[src/rtl/codec_cfg_pkg.sv]
// Shared definitions for the ADAU1761 configuration sequencer: script entry
// layout, device address and the sequencer state encoding.
package codec_cfg_pkg;

    localparam logic [6:0] ADAU1761_DEV_ADDR = 7'h3B;

    localparam int ENTRY_W   = 25;
    localparam int DELAY_BIT = 24;
    localparam int ADDR_MSB  = 23;
    localparam int ADDR_LSB  = 8;
    localparam int DATA_MSB  = 7;
    localparam int DATA_LSB  = 0;

    localparam logic [ENTRY_W-1:0] DELAY_ENTRY = {1'b1, 24'h000000};

    typedef enum logic [2:0] {
        ST_IDLE,
        ST_FETCH,
        ST_ISSUE,
        ST_WAIT_DONE,
        ST_DELAY,
        ST_DONE,
        ST_ERROR
    } state_t;

    function automatic logic [ENTRY_W-1:0] wr_entry(input logic [15:0] reg_addr,
                                                    input logic [7:0]  data);
        return {1'b0, reg_addr, data};
    endfunction

endpackage

[src/rtl/codec_config_rom.sv]
// Synchronous-read ROM holding the ADAU1761 bring-up script.
// Addresses at or beyond NUM_ENTRIES read back as zero.
module codec_config_rom
    import codec_cfg_pkg::*;
#(
    parameter int NUM_ENTRIES = 24
) (
    input  logic               clk,
    input  logic [7:0]         addr,
    output logic [ENTRY_W-1:0] entry
);

    // Clocking and PLL first; the PLL must lock before the core is touched.
    function automatic logic [ENTRY_W-1:0] script_word(input logic [7:0] a);
        case (a)
            8'd0:    return wr_entry(16'h4000, 8'h0E);
            8'd1:    return wr_entry(16'h4002, 8'h01);
            8'd2:    return DELAY_ENTRY;
            8'd3:    return wr_entry(16'h4015, 8'h01);
            8'd4:    return wr_entry(16'h4016, 8'h00);
            8'd5:    return wr_entry(16'h4017, 8'h00);
            8'd6:    return wr_entry(16'h4019, 8'h13);
            8'd7:    return wr_entry(16'h401C, 8'h21);
            8'd8:    return wr_entry(16'h401E, 8'h41);
            8'd9:    return wr_entry(16'h4020, 8'h03);
            8'd10:   return wr_entry(16'h4021, 8'h09);
            8'd11:   return wr_entry(16'h4022, 8'h01);
            8'd12:   return wr_entry(16'h4023, 8'hE7);
            8'd13:   return wr_entry(16'h4024, 8'hE7);
            8'd14:   return wr_entry(16'h4025, 8'hE7);
            8'd15:   return wr_entry(16'h4026, 8'hE7);
            8'd16:   return wr_entry(16'h4029, 8'h03);
            8'd17:   return wr_entry(16'h402A, 8'h03);
            8'd18:   return wr_entry(16'h40F2, 8'h01);
            8'd19:   return wr_entry(16'h40F3, 8'h01);
            8'd20:   return wr_entry(16'h40F9, 8'h7F);
            8'd21:   return wr_entry(16'h40FA, 8'h03);
            8'd22:   return wr_entry(16'h400A, 8'h01);
            8'd23:   return wr_entry(16'h400C, 8'h01);
            default: return '0;
        endcase
    endfunction

    always_ff @(posedge clk) begin
        if (int'(addr) < NUM_ENTRIES) entry <= script_word(addr);
        else                          entry <= '0;
    end

endmodule

[src/rtl/codec_config_sequencer.sv]
// Walks the codec register script, issuing one I2C write at a time with
// timeout/NACK retry and timed delay entries; reports busy/done/error.
module codec_config_sequencer
    import codec_cfg_pkg::*;
#(
    parameter int NUM_ENTRIES    = 24,
    parameter int DELAY_CYCLES   = 1000000,
    parameter int TIMEOUT_CYCLES = 200000,
    parameter int MAX_RETRIES    = 3,
    parameter int AUTO_START     = 1
) (
    input  logic        clk,
    input  logic        reset,
    input  logic        start,
    output logic        i2c_valid,
    input  logic        i2c_ready,
    output logic [15:0] i2c_reg_addr,
    output logic [7:0]  i2c_wdata,
    input  logic        i2c_done,
    input  logic        i2c_nack,
    output logic        busy,
    output logic        config_done,
    output logic        error,
    output logic [7:0]  entry_idx,
    output logic [2:0]  state_dbg
);

    localparam int DLY_W = (DELAY_CYCLES > 1) ? $clog2(DELAY_CYCLES) : 1;
    localparam int TO_W  = (TIMEOUT_CYCLES > 1) ? $clog2(TIMEOUT_CYCLES) : 1;
    localparam int RTY_W = (MAX_RETRIES > 1) ? $clog2(MAX_RETRIES + 1) : 1;

    localparam logic [DLY_W-1:0] DLY_LOAD = DLY_W'(DELAY_CYCLES - 1);
    localparam logic [TO_W-1:0]  TO_LAST  = TO_W'(TIMEOUT_CYCLES - 1);
    localparam logic [RTY_W-1:0] RTY_MAX  = RTY_W'(MAX_RETRIES);
    localparam logic [7:0]       LAST_IDX = 8'(NUM_ENTRIES - 1);

    state_t             state_q, state_d;
    logic [7:0]         idx_q, idx_d;
    logic [RTY_W-1:0]   rty_q, rty_d;
    logic [TO_W-1:0]    to_q, to_d;
    logic [DLY_W-1:0]   dly_q, dly_d;
    logic [15:0]        addr_q, addr_d;
    logic [7:0]         data_q, data_d;
    logic               auto_pend_q;
    logic               advance;
    logic [ENTRY_W-1:0] rom_entry;

    // The ROM is addressed with the next index so its output is valid in FETCH.
    codec_config_rom #(
        .NUM_ENTRIES(NUM_ENTRIES)
    ) u_rom (
        .clk  (clk),
        .addr (idx_d),
        .entry(rom_entry)
    );

    always_ff @(posedge clk or negedge reset) begin
        if (!reset) begin
            state_q     <= ST_IDLE;
            idx_q       <= '0;
            rty_q       <= '0;
            to_q        <= '0;
            dly_q       <= '0;
            addr_q      <= '0;
            data_q      <= '0;
            auto_pend_q <= (AUTO_START != 0);
        end else begin
            state_q     <= state_d;
            idx_q       <= idx_d;
            rty_q       <= rty_d;
            to_q        <= to_d;
            dly_q       <= dly_d;
            addr_q      <= addr_d;
            data_q      <= data_d;
            auto_pend_q <= 1'b0;
        end
    end

    always_comb begin
        state_d = state_q;
        idx_d   = idx_q;
        rty_d   = rty_q;
        to_d    = to_q;
        dly_d   = dly_q;
        addr_d  = addr_q;
        data_d  = data_q;
        advance = 1'b0;

        case (state_q)
            ST_IDLE: begin
                if (start || auto_pend_q) begin
                    state_d = ST_FETCH;
                    idx_d   = '0;
                    rty_d   = '0;
                end
            end
            ST_DONE, ST_ERROR: begin
                if (start) begin
                    state_d = ST_FETCH;
                    idx_d   = '0;
                    rty_d   = '0;
                end
            end
            ST_FETCH: begin
                if (rom_entry[DELAY_BIT]) begin
                    state_d = ST_DELAY;
                    dly_d   = DLY_LOAD;
                end else begin
                    state_d = ST_ISSUE;
                    addr_d  = rom_entry[ADDR_MSB:ADDR_LSB];
                    data_d  = rom_entry[DATA_MSB:DATA_LSB];
                end
            end
            // Request handshake: i2c_valid is held with stable address/data until
            // a cycle where i2c_ready is also high; that cycle is the transfer.
            ST_ISSUE: begin
                if (i2c_ready) begin
                    state_d = ST_WAIT_DONE;
                    to_d    = '0;
                end
            end
            ST_WAIT_DONE: begin
                if (i2c_done && !i2c_nack) begin
                    advance = 1'b1;
                end else if (i2c_done || (to_q == TO_LAST)) begin
                    if (rty_q < RTY_MAX) begin
                        rty_d   = rty_q + RTY_W'(1);
                        state_d = ST_ISSUE;
                    end else begin
                        state_d = ST_ERROR;
                    end
                end else begin
                    to_d = to_q + TO_W'(1);
                end
            end
            ST_DELAY: begin
                if (dly_q == '0) advance = 1'b1;
                else             dly_d   = dly_q - DLY_W'(1);
            end
            default: state_d = ST_IDLE;
        endcase

        if (advance) begin
            if (idx_q == LAST_IDX) begin
                state_d = ST_DONE;
            end else begin
                idx_d   = idx_q + 8'd1;
                rty_d   = '0;
                state_d = ST_FETCH;
            end
        end
    end

    assign i2c_valid    = (state_q == ST_ISSUE);
    assign i2c_reg_addr = addr_q;
    assign i2c_wdata    = data_q;
    assign config_done  = (state_q == ST_DONE);
    assign error        = (state_q == ST_ERROR);
    assign busy         = !((state_q == ST_IDLE) || (state_q == ST_DONE) || (state_q == ST_ERROR));
    assign entry_idx    = idx_q;
    assign state_dbg    = state_q;

endmodule

[config.mk]
export PLATFORM = sky130hd
export DESIGN_NAME = codec_config_sequencer
export DESIGN_NICKNAME = d
export VERILOG_FILES = /design/src/rtl/codec_cfg_pkg.sv /design/src/rtl/codec_config_rom.sv /design/src/rtl/codec_config_sequencer.sv
export SDC_FILE = /design/constraint.sdc
export NUM_CORES = 1
export LEC_CHECK = 0
export ABC_CLOCK_PERIOD_IN_PS = 4400
export BUFFER_PORTS_ARGS = -buffer_cell sky130_fd_sc_hd__buf_2
export CORE_ASPECT_RATIO = 1.75
export CORE_MARGIN = 2
export CORE_UTILIZATION = 38
export CTS_BUF_LIST = sky130_fd_sc_hd__clkbuf_4 sky130_fd_sc_hd__clkbuf_8
export DETAILED_ROUTE_END_ITERATION = 6
export GPL_ROUTABILITY_DRIVEN = 0
export PLACE_DENSITY = 0.55
export SYNTH_ARGS = -nofsm -noshare
export SYNTH_HDL_FRONTEND = slang
export SYNTH_SLANG_ARGS = --single-unit
[constraint.sdc]
create_clock -name clk -period 4.4 [get_ports clk]
set_input_delay 0.88 -clock clk [delete_from_list [all_inputs] [get_ports clk]]
set_output_delay 0.88 -clock clk [all_outputs]
set_load 0.01 [all_outputs]
# Word level (Yosys, flattened, before mapping)
# Memory sizes are Yosys's and may differ from the RTL's. A register that Yosys moved wholly into a read port is not among the register bits.
# Index checks and enable logic that the tools add are counted.
# W data, S select, Z words.
dict set report word_totals {
  elab_cells 88
  regBits 101
  mem_count 1
  mem_bits_rw 0
  rom_bits 576
  out_inout_bits 39
  latch_bits 0
}
# name words width read_ports rd_clocked_by_memory_dff write_ports line_no
set mem_list {}
lappend mem_list {{(name not given)} 32 18 1 1 0 codec_config_rom.sv:15} ;# case (a)
dict set report classes {
  n_shift 0
  reduce_logical 19
  muxes 33
  addsub 4
  n_eq_ne 19
  mul 0
  order_cmp 2
  div_mod_pow 0
  bitwise 1
}
# operator n
set op_table {}
lappend op_table {{$mux W18} 3}
lappend op_table {{$mux W20} 2}
lappend op_table {{$pmux W20 S2} 1}
lappend op_table {{$pmux W18 S2} 1}
lappend op_table {{$mux W8} 4}
lappend op_table {{$mux W3} 9}
lappend op_table {{$logic_not A20 Y1} 1}
lappend op_table {{$sub A20 B1 Y20 const B} 1}
lappend op_table {{$add A18 B1 Y18 const B} 1}
lappend op_table {{$eq A18 B18 Y1 const B} 1}
lappend op_table {{$pmux W3 S6} 1}
lappend op_table {{$pmux W8 S2} 1}
lappend op_table {{$mux W2} 7}
lappend op_table {{$ne A3 B3 Y1 const B} 4}
lappend op_table {{$eq A3 B3 Y1 const B} 3}
lappend op_table {{$add A8 B1 Y8 const B} 1}
lappend op_table {{$eq A8 B5 Y1 const B} 1}
lappend op_table {{$lt A8 B5 Y1 const B} 1}
lappend op_table {{$ne A2 B2 Y1 const B} 4}
lappend op_table {{$eq A3 B2 Y1 const B} 2}
lappend op_table {{$logic_not A3 Y1} 2}
lappend op_table {{$pmux W2 S3} 1}
lappend op_table {{$reduce_and A6 Y1} 1}
lappend op_table {{$logic_or A1 B1 Y1} 4}
lappend op_table {{15 further kinds} 21}

# Longest topological paths before layout
# Gate-level depths: netlist of the first run.
dict set report depth {
  word_depth 8
  mapped_depth 14
  mapped_depth_nobuf 12
}

# Hierarchy
# A second synthesis of the first run with hierarchy kept.
dict set report unflattened {
  cells_unflattened 489
  hier_area_um2 4922.2
}
# mod cells_per_inst area_per_inst_um2 instances seq_area_each_um2
set by_module_without_submodules {}
lappend by_module_without_submodules {codec_config_sequencer 375 3898.7 1 1903.1}
lappend by_module_without_submodules {codec_config_rom 114 1023.5 1 340.3}

# Worst setup path before layout of the first run
# Ideal clock, no wire load.
dict set report synth_timing {
  path_kind {reg-to-reg}
  from {register dly_q[2]}
  to {register u_rom.entry[8]}
  setup_time_ns 0.126
  synth_period_minus_slack_ns 2.991
  path_stages_with_launch 12
  setup_slack_ns 1.409
  arrival_ns 2.866
  path_cell_list {dfrtp_1 -> nor4_4 -> nand4_2 -> o21ai_2 -> buf_6 -> nand2_1 -> a31oi_1 -> inv_1 -> ha_1 -> mux2_1 -> a221oi_1 -> nor3_2}
}
dict set report synth_between {
  elab_chain_len 7
  elab_cells_between_ends 8
}
# element line_no
set synth_rtl {}
lappend synth_rtl {{from (decl)} codec_config_sequencer.sv:41} ;# logic [DLY_W-1:0] dly_q, dly_d;
lappend synth_rtl {{from (signal assigned)} codec_config_sequencer.sv:72} ;# dly_q <= dly_d;
lappend synth_rtl {{$logic_not A20 Y1 (*)} codec_config_sequencer.sv:137} ;# if (dly_q == '0) advance = 1'b1;
lappend synth_rtl {{$mux W1 (*)} codec_config_sequencer.sv:137}
lappend synth_rtl {{$pmux W1 S2 (*)} codec_config_sequencer.sv:89} ;# case (state_q)
lappend synth_rtl {{$mux W8 (*)} codec_config_sequencer.sv:143} ;# if (advance) begin
lappend synth_rtl {{net idx_d[1]} codec_config_sequencer.sv:38} ;# logic [7:0] idx_q, idx_d;
lappend synth_rtl {{$lt A8 B5 Y1} codec_config_rom.sv:45} ;# if (int'(addr) < NUM_ENTRIES) entry <= script_word(addr);
lappend synth_rtl {{$reduce_and A2 Y1 (no line)} -}
lappend synth_rtl {{$logic_not A1 Y1 (no line)} -}
lappend synth_rtl {{to (decl)} codec_config_rom.sv:10} ;# output logic [ENTRY_W-1:0] entry
# Mark *: on every way through the listed nets, which the timed path passes. The rest lies on a longest branch.
# A chain may end at the register's enable or synchronous reset.

# Final worst setup path of the first run
dict set report layout_timing {
  from {register state_q[2], in the netlist state_dbg[2]}
  to {register u_rom.entry[8]}
}
dict set report layout_between {
  elab_chain_len 8
  elab_cells_between_ends 14
}
# element line_no
set layout_rtl {}
lappend layout_rtl {{from (decl)} codec_config_sequencer.sv:37} ;# state_t state_q, state_d;
lappend layout_rtl {{from (signal assigned)} codec_config_sequencer.sv:68} ;# state_q <= state_d;
lappend layout_rtl {{$eq A3 B3 Y1} codec_config_sequencer.sv:89}
lappend layout_rtl {{$reduce_or A2 Y1} codec_config_sequencer.sv:89}
lappend layout_rtl {{$pmux W8 S2} codec_config_sequencer.sv:89}
lappend layout_rtl {{$mux W8} codec_config_sequencer.sv:144} ;# if (idx_q == LAST_IDX) begin
lappend layout_rtl {{$mux W8 (*)} codec_config_sequencer.sv:143}
lappend layout_rtl {{net idx_d[1]} codec_config_sequencer.sv:38}
lappend layout_rtl {{$lt A8 B5 Y1} codec_config_rom.sv:45}
lappend layout_rtl {{$reduce_and A2 Y1 (no line)} -}
lappend layout_rtl {{$logic_not A1 Y1 (no line)} -}
# Marks and branches as above.

==> results of run 1 <==
==> Yosys cell counts (6+ instances only) <==
cell	instances	area (um^2)
sky130_fd_sc_hd__a21oi_1	18	90.1
sky130_fd_sc_hd__dfxtp_1	17	340
sky130_fd_sc_hd__clkbuf_1	6	22.5
sky130_fd_sc_hd__dfrtp_1	67	1680
sky130_fd_sc_hd__buf_4	9	67.6
sky130_fd_sc_hd__xnor2_1	11	96.3
sky130_fd_sc_hd__o21ai_0	24	120
sky130_fd_sc_hd__nor4_1	7	43.8
sky130_fd_sc_hd__xor2_1	18	158
sky130_fd_sc_hd__nand2_1	45	169
sky130_fd_sc_hd__nor3_1	14	70.1
sky130_fd_sc_hd__nand4_1	13	81.3
sky130_fd_sc_hd__ha_1	11	138
sky130_fd_sc_hd__nand3_1	20	100
sky130_fd_sc_hd__buf_2	8	40.0
sky130_fd_sc_hd__and3_1	7	43.8
sky130_fd_sc_hd__or3_1	8	50.1
sky130_fd_sc_hd__inv_1	10	37.5
sky130_fd_sc_hd__nor2_1	41	154
sky130_fd_sc_hd__mux2_2	18	203
==> metrics by stage <==
step	power, mW	cell area [um^2]	util	cells
floorplan	1.76	4390	-	453
global placement	2.01	4640	0.415	603
detailed placement	2.03	4640	0.415	603
CTS	2.59	4830	0.433	619
global route	2.77	4830	0.433	619
finish	2.56	4830	0.433	619
==> kinds of logic after synthesis <==
logic type | Yosys count | share of synthesized area
muxes | 24 | 0.0606
DFF | 85 | 0.469
and+or+nand+nor | 184 | 0.224
buffers and inverters | 38 | 0.0445
other | 1 | 0.000860
adders and majority gates | 11 | 0.0316
AOI/OAI and AO/OA | 74 | 0.112
xor gates and xnor gates | 29 | 0.0583
==> path summary, 6_finish.rpt <==
kind,start,endpoint,slack [ns],cells past startpoint
hold reg to reg,u_rom.entry[7],i2c_wdata[7],0.47,1
hold / removal,u_rom.entry[7],i2c_wdata[7],0.47,1
setup / recovery,state_dbg[2],u_rom.entry[8],1.02,11
max in group asynchronous,reset,dly_q[0],2.86,2
min in group asynchronous,reset,to_q[2],0.51,1
setup reg to reg,state_dbg[2],u_rom.entry[8],1.02,11
==> per-layer routing <==
| metal | vias to the layer above | share of wire | GRT usage |
|---|---|---|---|
| met4 | 0 | 0.019 | 0.0635 |
| met2 | 42 | 0.56 | 0.311 |
| met1 | 1657 | 0.40 | 0.188 |
| met3 | 17 | 0.022 | 0.0284 |
| li1 | 1639 | - | - |
| met5 | - | 0 | 0 |
==> where the power goes <==
part | internal, mW | total, mW | switching (mW)
Combinational | 0.376 | 0.871 | 0.495
Clock | 0.225 | 0.556 | 0.332
Sequential | 0.947 | 1.14 | 0.189
==> state kept, by name, indices dropped and copies added (netlist names) <==
register      count
auto_pend_q       1
i2c_wdata         8
entry_idx         8
state_dbg         3
to_q             18
i2c_reg_addr      8
dly_q            20
u_rom.entry      17
rty_q             2
==> critical path, stage by stage, from the launching register on <==
cell and delay [ns]:
sky130_fd_sc_hd__dfrtp_1 0.60, sky130_fd_sc_hd__nor3b_2 0.37, sky130_fd_sc_hd__nand4_2 0.19, sky130_fd_sc_hd__o21ai_2 0.46, sky130_fd_sc_hd__nand2_1 0.18, sky130_fd_sc_hd__a31oi_1 0.22, sky130_fd_sc_hd__buf_4 0.17, sky130_fd_sc_hd__inv_1 0.12
sky130_fd_sc_hd__ha_1 0.37, sky130_fd_sc_hd__o221ai_1 0.14, sky130_fd_sc_hd__a221oi_1 0.37, sky130_fd_sc_hd__nor3_2 0.07
==> layout make-up <==
cell class,instances,area share
clock inverters,7,0.0153
flip-flops and latches,85,0.423
multi-input cells,330,0.444
well taps,132,0.0342
clock buffers,9,0.0256
repair buffers,43,0.0476
inverters,13,0.0101
==> placed cells by master, fill, tap and decap left out, types with 17 or more instances in the layout <==
cell type                 instances
sky130_fd_sc_hd__o21ai_0         24
sky130_fd_sc_hd__a21oi_1         18
sky130_fd_sc_hd__dfxtp_1         17
sky130_fd_sc_hd__mux2_2          18
sky130_fd_sc_hd__nor2_1          41
sky130_fd_sc_hd__buf_2           37
sky130_fd_sc_hd__nand3_1         20
sky130_fd_sc_hd__xor2_1          18
sky130_fd_sc_hd__nand2_1         45
sky130_fd_sc_hd__dfrtp_1         67
==> results.md, run 1 <==
* Outcome: completed
* Number of design rule violations left after detail routing at 0
* Number of buffer cells added on primary ports at 37
* Sequential share of the synthesized area at 0.469
* Share of cells above drive strength 1 at 0.189
* Post-synthesis to final-layout area growth at 10.9%
* DR vias/cell at roughly 5.4
* Crit. End Element: flip-flop
* Clock latency reported for the late side of the worst-skew pair at between 0.3 and 0.4 ns
* Syn_area_per_cell at 9.77 um^2
* # IOs at 45
* Slew Viols, Final at 0
* DR WL/cell at around 16 um
* Register bit count reported by yosys at 85
* Hold Worst Slack at ~0.47 ns
* Worst ir drop on vdd at 317 uV
* Cell count after synthesis at ~450
* Vias in the first global route at about 3400
* Total wire length after detailed routing at between 9 and 10 mm
* Final worst-path setup slack at a little over 1 ns
* Worst-margin pin slew at slightly below 0.7 ns
* Site row count at 51
* Post-synthesis instance area at between 4000 and 5000 um^2
* Final Hold Vio Count at 0
* Highest fanout seen on the critical path at 15
* Post-route minimum period at around 3.4 ns
* DP Wirelength at 7.18 mm
* Maximum number of pins on one net before global-route repair at 45
* Post-CTS Setup Inserts at 0
* Leftover overflow at the end of global routing at 0
* Post-CTS resize count at 0
* Share of synthesized flip-flops with an asynchronous set or reset at 0.800
* Post-CTS Hold Fix Bufs at 0
* Startpoint kind of the worst setup timing path: flip-flop
* Upper clock frequency limit at a little under 300 MHz
* Netlist cell types at 66
* Setup violations, final at 0
* Area inside the core boundary at approximately 11000 um^2
* Clk pin slew, worst setup/hold paths at ~0.10 ns
* Storage cell area at between 2000 and 2500 um^2
* Worst rel slew slack at 0.548
* Max-cap viol count at 0
* Count of flip-flops with a built-in enable after synthesis at 0
* Diodes inserted at 0
* Die Span Y at roughly 150 um
* DIE WIDTH at ~85 um
* Initial core utilization at 0.390
* Required arrival time at the worst endpoint at between 4 and 5 ns
* CTS H-tree depth at 3
* Placement-stage worst setup slack at about 1.1 ns
* Detailed router's first-iteration violation count at 131
* Power Dens Cells at between 500 and 600 nW/um^2
* Wire length of the first global-routing pass at 16.7 mm
* Fraction of the cycle the final worst path needs at 0.767
* Setup repair after global routing missed its margin: false
* Root buffer selected by CTS: sky130_fd_sc_hd__clkbuf_8
* Commonest register cell after synthesis: sky130_fd_sc_hd__dfrtp_1
* Clock sinks at 85
* Overall routing resource usage at 0.168
* Die area at about 12000 um^2
* Final TNS setup at 0 ns
* Number of antenna violations at the first check in global routing at 0
* Layout Skew at 0.00978 ns
* Arrival time worst endpoint at between 3 and 4 ns
* Maximum count of clock buffers along a single path at 2
* Number of detailed-route iterations in the first pass at 4
* Num CTS Buffers at 9
* Area used by multi-input combinational logic at roughly 2100 um^2
* Remaining number of nets flagged by the antenna check after routing at 0
* FILL cells at between 1000 and 1500
* Total vias in the final route at ~3400
* Static leakage at 2.29 nW
* Critical Setup Path Class: flip-flop to flip-flop
* Class of the worst hold path: flip-flop to flip-flop
* Yosys warning total at 0
* # nets final at 499
* Clock tree from TritonCTS: built
Note: power is estimated with default switching activity, not from simulation.
==> run 2: changes to the inputs <==
--- a/config.mk
+++ b/config.mk
@@ -5,7 +5,7 @@
 export SDC_FILE = /design/constraint.sdc
 export NUM_CORES = 1
 export LEC_CHECK = 0
-export ABC_CLOCK_PERIOD_IN_PS = 4400
+export ABC_CLOCK_PERIOD_IN_PS = 3300
 export BUFFER_PORTS_ARGS = -buffer_cell sky130_fd_sc_hd__buf_2
 export CORE_ASPECT_RATIO = 1.75
 export CORE_MARGIN = 2
==> constraint.sdc (replaced) <==
create_clock -name clk -period 3.3 [get_ports clk]
set_input_delay 0.66 -clock clk [delete_from_list [all_inputs] [get_ports clk]]
set_output_delay 0.66 -clock clk [all_outputs]
set_load 0.01 [all_outputs]
==> run 2 against run 1 <==
Die area stayed put. Routed wire length is 0.57% higher. Register-to-register slack worse by 0.76 ns.
==> results.md, run 2 (synthesized netlist as in run 1, its figures left out) <==
* Power Dens Cells at 727 nW/um^2 (was 530 nW/um^2)
* DR vias/cell at 5.36 (was 5.42)
* Clock sinks at 85 (unchanged)
* GR Layer Usage met2 at 0.310 (was 0.311)
* Layout Skew at 0.0138 ns (was 0.00978 ns)
* Startpoint kind of the worst setup timing path: flip-flop (unchanged)
* Leftover overflow at the end of global routing at 0 (unchanged)
* Maximum count of clock buffers along a single path at 2 (unchanged)
* Post-CTS Hold Fix Bufs at 0 (unchanged)
* DIE WIDTH at 85.0 um (unchanged)
* Maximum number of pins on one net before global-route repair at 46 (was 45)
* Share of cells above drive strength 1 at 0.205 (was 0.189)
* Final Hold Vio Count at 0 (unchanged)
* Initial core utilization at 0.390 (unchanged)
* Post-CTS Setup Inserts at 0 (unchanged)
* FILL cells at 1095 (was 1089)
* Setup repair after global routing missed its margin: false (unchanged)
* Number of design rule violations left after detail routing at 0 (unchanged)
* Clock tree from TritonCTS: built (unchanged)
* Diodes inserted at 0 (unchanged)
* Highest-count cells in the layout ignoring fill and taps: sky130_fd_sc_hd__dfrtp_1, sky130_fd_sc_hd__nand2_1, sky130_fd_sc_hd__nor2_1 (unchanged)
* DP Wirelength at 7.26 mm (was 7.18 mm)
* Remaining number of nets flagged by the antenna check after routing at 0 (unchanged)
* Setup violations, final at 0 (unchanged)
* Vias in the first global route at 3490 (was 3396)
* Largest Register: dly_q (unchanged)
* Number of buffer cells added on primary ports at 37 (unchanged)
* Worst rel slew slack at 0.570 (was 0.548)
* Detailed router's first-iteration violation count at 189 (was 131)
* # IOs at 45 (unchanged)
* Placement-stage worst setup slack at 0.260 ns (was 1.07 ns)
* CTS H-tree depth at 3 (unchanged)
* Worst ir drop on vdd at 340 uV (was 317 uV)
* Worst-margin pin slew at 0.640 ns (was 0.672 ns)
* Wire length of the first global-routing pass at 16.7 mm (about the same)
* Critical R2R Launch: dly_q[11] (was state_dbg[2])
* # nets final at 509 (was 499)
* Clock latency reported for the late side of the worst-skew pair at 0.36 ns (was 0.38 ns)
* Class of the worst hold path: input pin to asynchronous set/reset pin (was flip-flop to flip-flop)
* Slew Viols, Final at 0 (unchanged)
* Max FFs per register at 20 (unchanged)
* Final TNS setup at 0 ns (unchanged)
* Fraction of the cycle the final worst path needs at 0.918 (was 0.767)
* Post-synthesis to final-layout area growth at 13.3% (was 10.9%)
* Number of detailed-route iterations in the first pass at 4 (unchanged)
* Required arrival time at the worst endpoint at 3.56 ns (was 4.66 ns)
* Upper clock frequency limit at 330 MHz (was 296 MHz)
* Reg-to-reg setup timing slack at 0.27 ns (was 1.02 ns)
* Reg-to-reg endpoint: u_rom.entry[8] (unchanged)
* Total vias in the final route at 3371 (was 3355)
* Num CTS Buffers at 9 (unchanged)
* Die Span Y at 146 um (unchanged)
* Post-route minimum period at 3.03 ns (was 3.38 ns)
* Arrival time worst endpoint at 3.29 ns (was 3.64 ns)
* Clk pin slew, worst setup/hold paths at 0.10 ns (about the same)
* Crit. End Element: flip-flop (unchanged)
* Area inside the core boundary at 11200 um^2 (unchanged)
* Root buffer selected by CTS: sky130_fd_sc_hd__clkbuf_8 (unchanged)
* Site row count at 51 (unchanged)
* Critical Setup Path Class: flip-flop to flip-flop (unchanged)
* Highest fanout seen on the critical path at 15 (unchanged)
* Max-cap viol count at 0 (unchanged)
* Number of antenna violations at the first check in global routing at 0 (unchanged)
* Static leakage at 2.35 nW (was 2.29 nW)
* Outcome: completed (unchanged)
* Die area at 12400 um^2 (unchanged)
* Total wire length after detailed routing at 9.84 mm (was 9.78 mm)
* Most common library cell in the layout ignoring fill and taps: sky130_fd_sc_hd__dfrtp_1 (unchanged)
* Met3 usage at 0.0318 (was 0.0284)
* Final worst-path setup slack at 0.269 ns (was 1.02 ns)
* DR WL/cell at 15.6 um (was 15.8 um)
* Largest registers: dly_q x20, to_q x18, u_rom.entry x17 (unchanged)
* Post-CTS resize count at 0 (unchanged)
* Met1 Usage GRT at 0.180 (was 0.188)
* Most utilized layer in the global route result: met2 (unchanged)
* Logic depth of the worst register-to-register path at 10 (was 11)
* Overall routing resource usage at 0.166 (was 0.168)
[run 2: per-stage QoR]
stage | instances | power [mW] | utilization | hold WS, ns | cell area [um^2]
after floorplan | 453 | 2.34 | - | 0.364 | 4390
final | 629 | 3.59 | 0.442 | 0.274 | 4940
after detailed placement | 613 | 2.77 | 0.422 | 0.449 | 4710
after global routing | 629 | 3.85 | 0.442 | 0.287 | 4940
after CTS | 629 | 3.64 | 0.442 | 0.272 | 4940
after global placement | 613 | 2.74 | 0.422 | 0.445 | 4710
[run 2: critical path, cell delays in order, from the launching register on]
cell and delay [ns]:
sky130_fd_sc_hd__dfrtp_1 0.44, sky130_fd_sc_hd__nor4_2 0.39, sky130_fd_sc_hd__nand3_1 0.26, sky130_fd_sc_hd__o21ai_2 0.22, sky130_fd_sc_hd__buf_4 0.20, sky130_fd_sc_hd__mux2i_1 0.29, sky130_fd_sc_hd__a22oi_4 0.14, sky130_fd_sc_hd__inv_2 0.25
sky130_fd_sc_hd__mux2_1 0.35, sky130_fd_sc_hd__a221oi_1 0.29, sky130_fd_sc_hd__nor3_2 0.08
[run 2: power by group]
part	internal [mW]	switching (mW)	total (mW)	leakage (nW)
combinational	0.533	0.732	1.26	1.20
sequential	1.26	0.214	1.48	1.04
clock	0.438	0.409	0.847	0.112
[run 2: worst max path at each step]
| stage | cells after the start | from | slack (ns) | endpoint |
|---|---|---|---|---|
| floorplan | 11 | dly_q[2] | 0.31 | u_rom.entry[8] |
| global placement | 10 | dly_q[10] | 0.34 | u_rom.entry[8] |
| detailed placement | 10 | dly_q[10] | 0.26 | u_rom.entry[8] |
| CTS | 10 | dly_q[10] | 0.25 | u_rom.entry[8] |
| global route | 10 | dly_q[10] | 0.01 | u_rom.entry[8] |
| finish | 10 | dly_q[11] | 0.27 | u_rom.entry[8] |
[run 2: metal layers]
layer,part of all wire,up-vias
met1,0.40,1625
met3,0.032,19
met5,0,-
met2,0.54,72
met4,0.028,0
li1,-,1655
[run 2: area by class of cell]
type / instances / area, um^2 / area share
Tap cell: 132 / 165 / 0.0334
Clock buffer: 9 / 124 / 0.0251
Sequential cell: 85 / 2040 / 0.414
Clock inverter: 7 / 105 / 0.0213
Inverter: 13 / 48.8 / 0.00988
Timing Repair Buffer: 53 / 305 / 0.0618
Multi-Input combinational cell: 330 / 2150 / 0.435
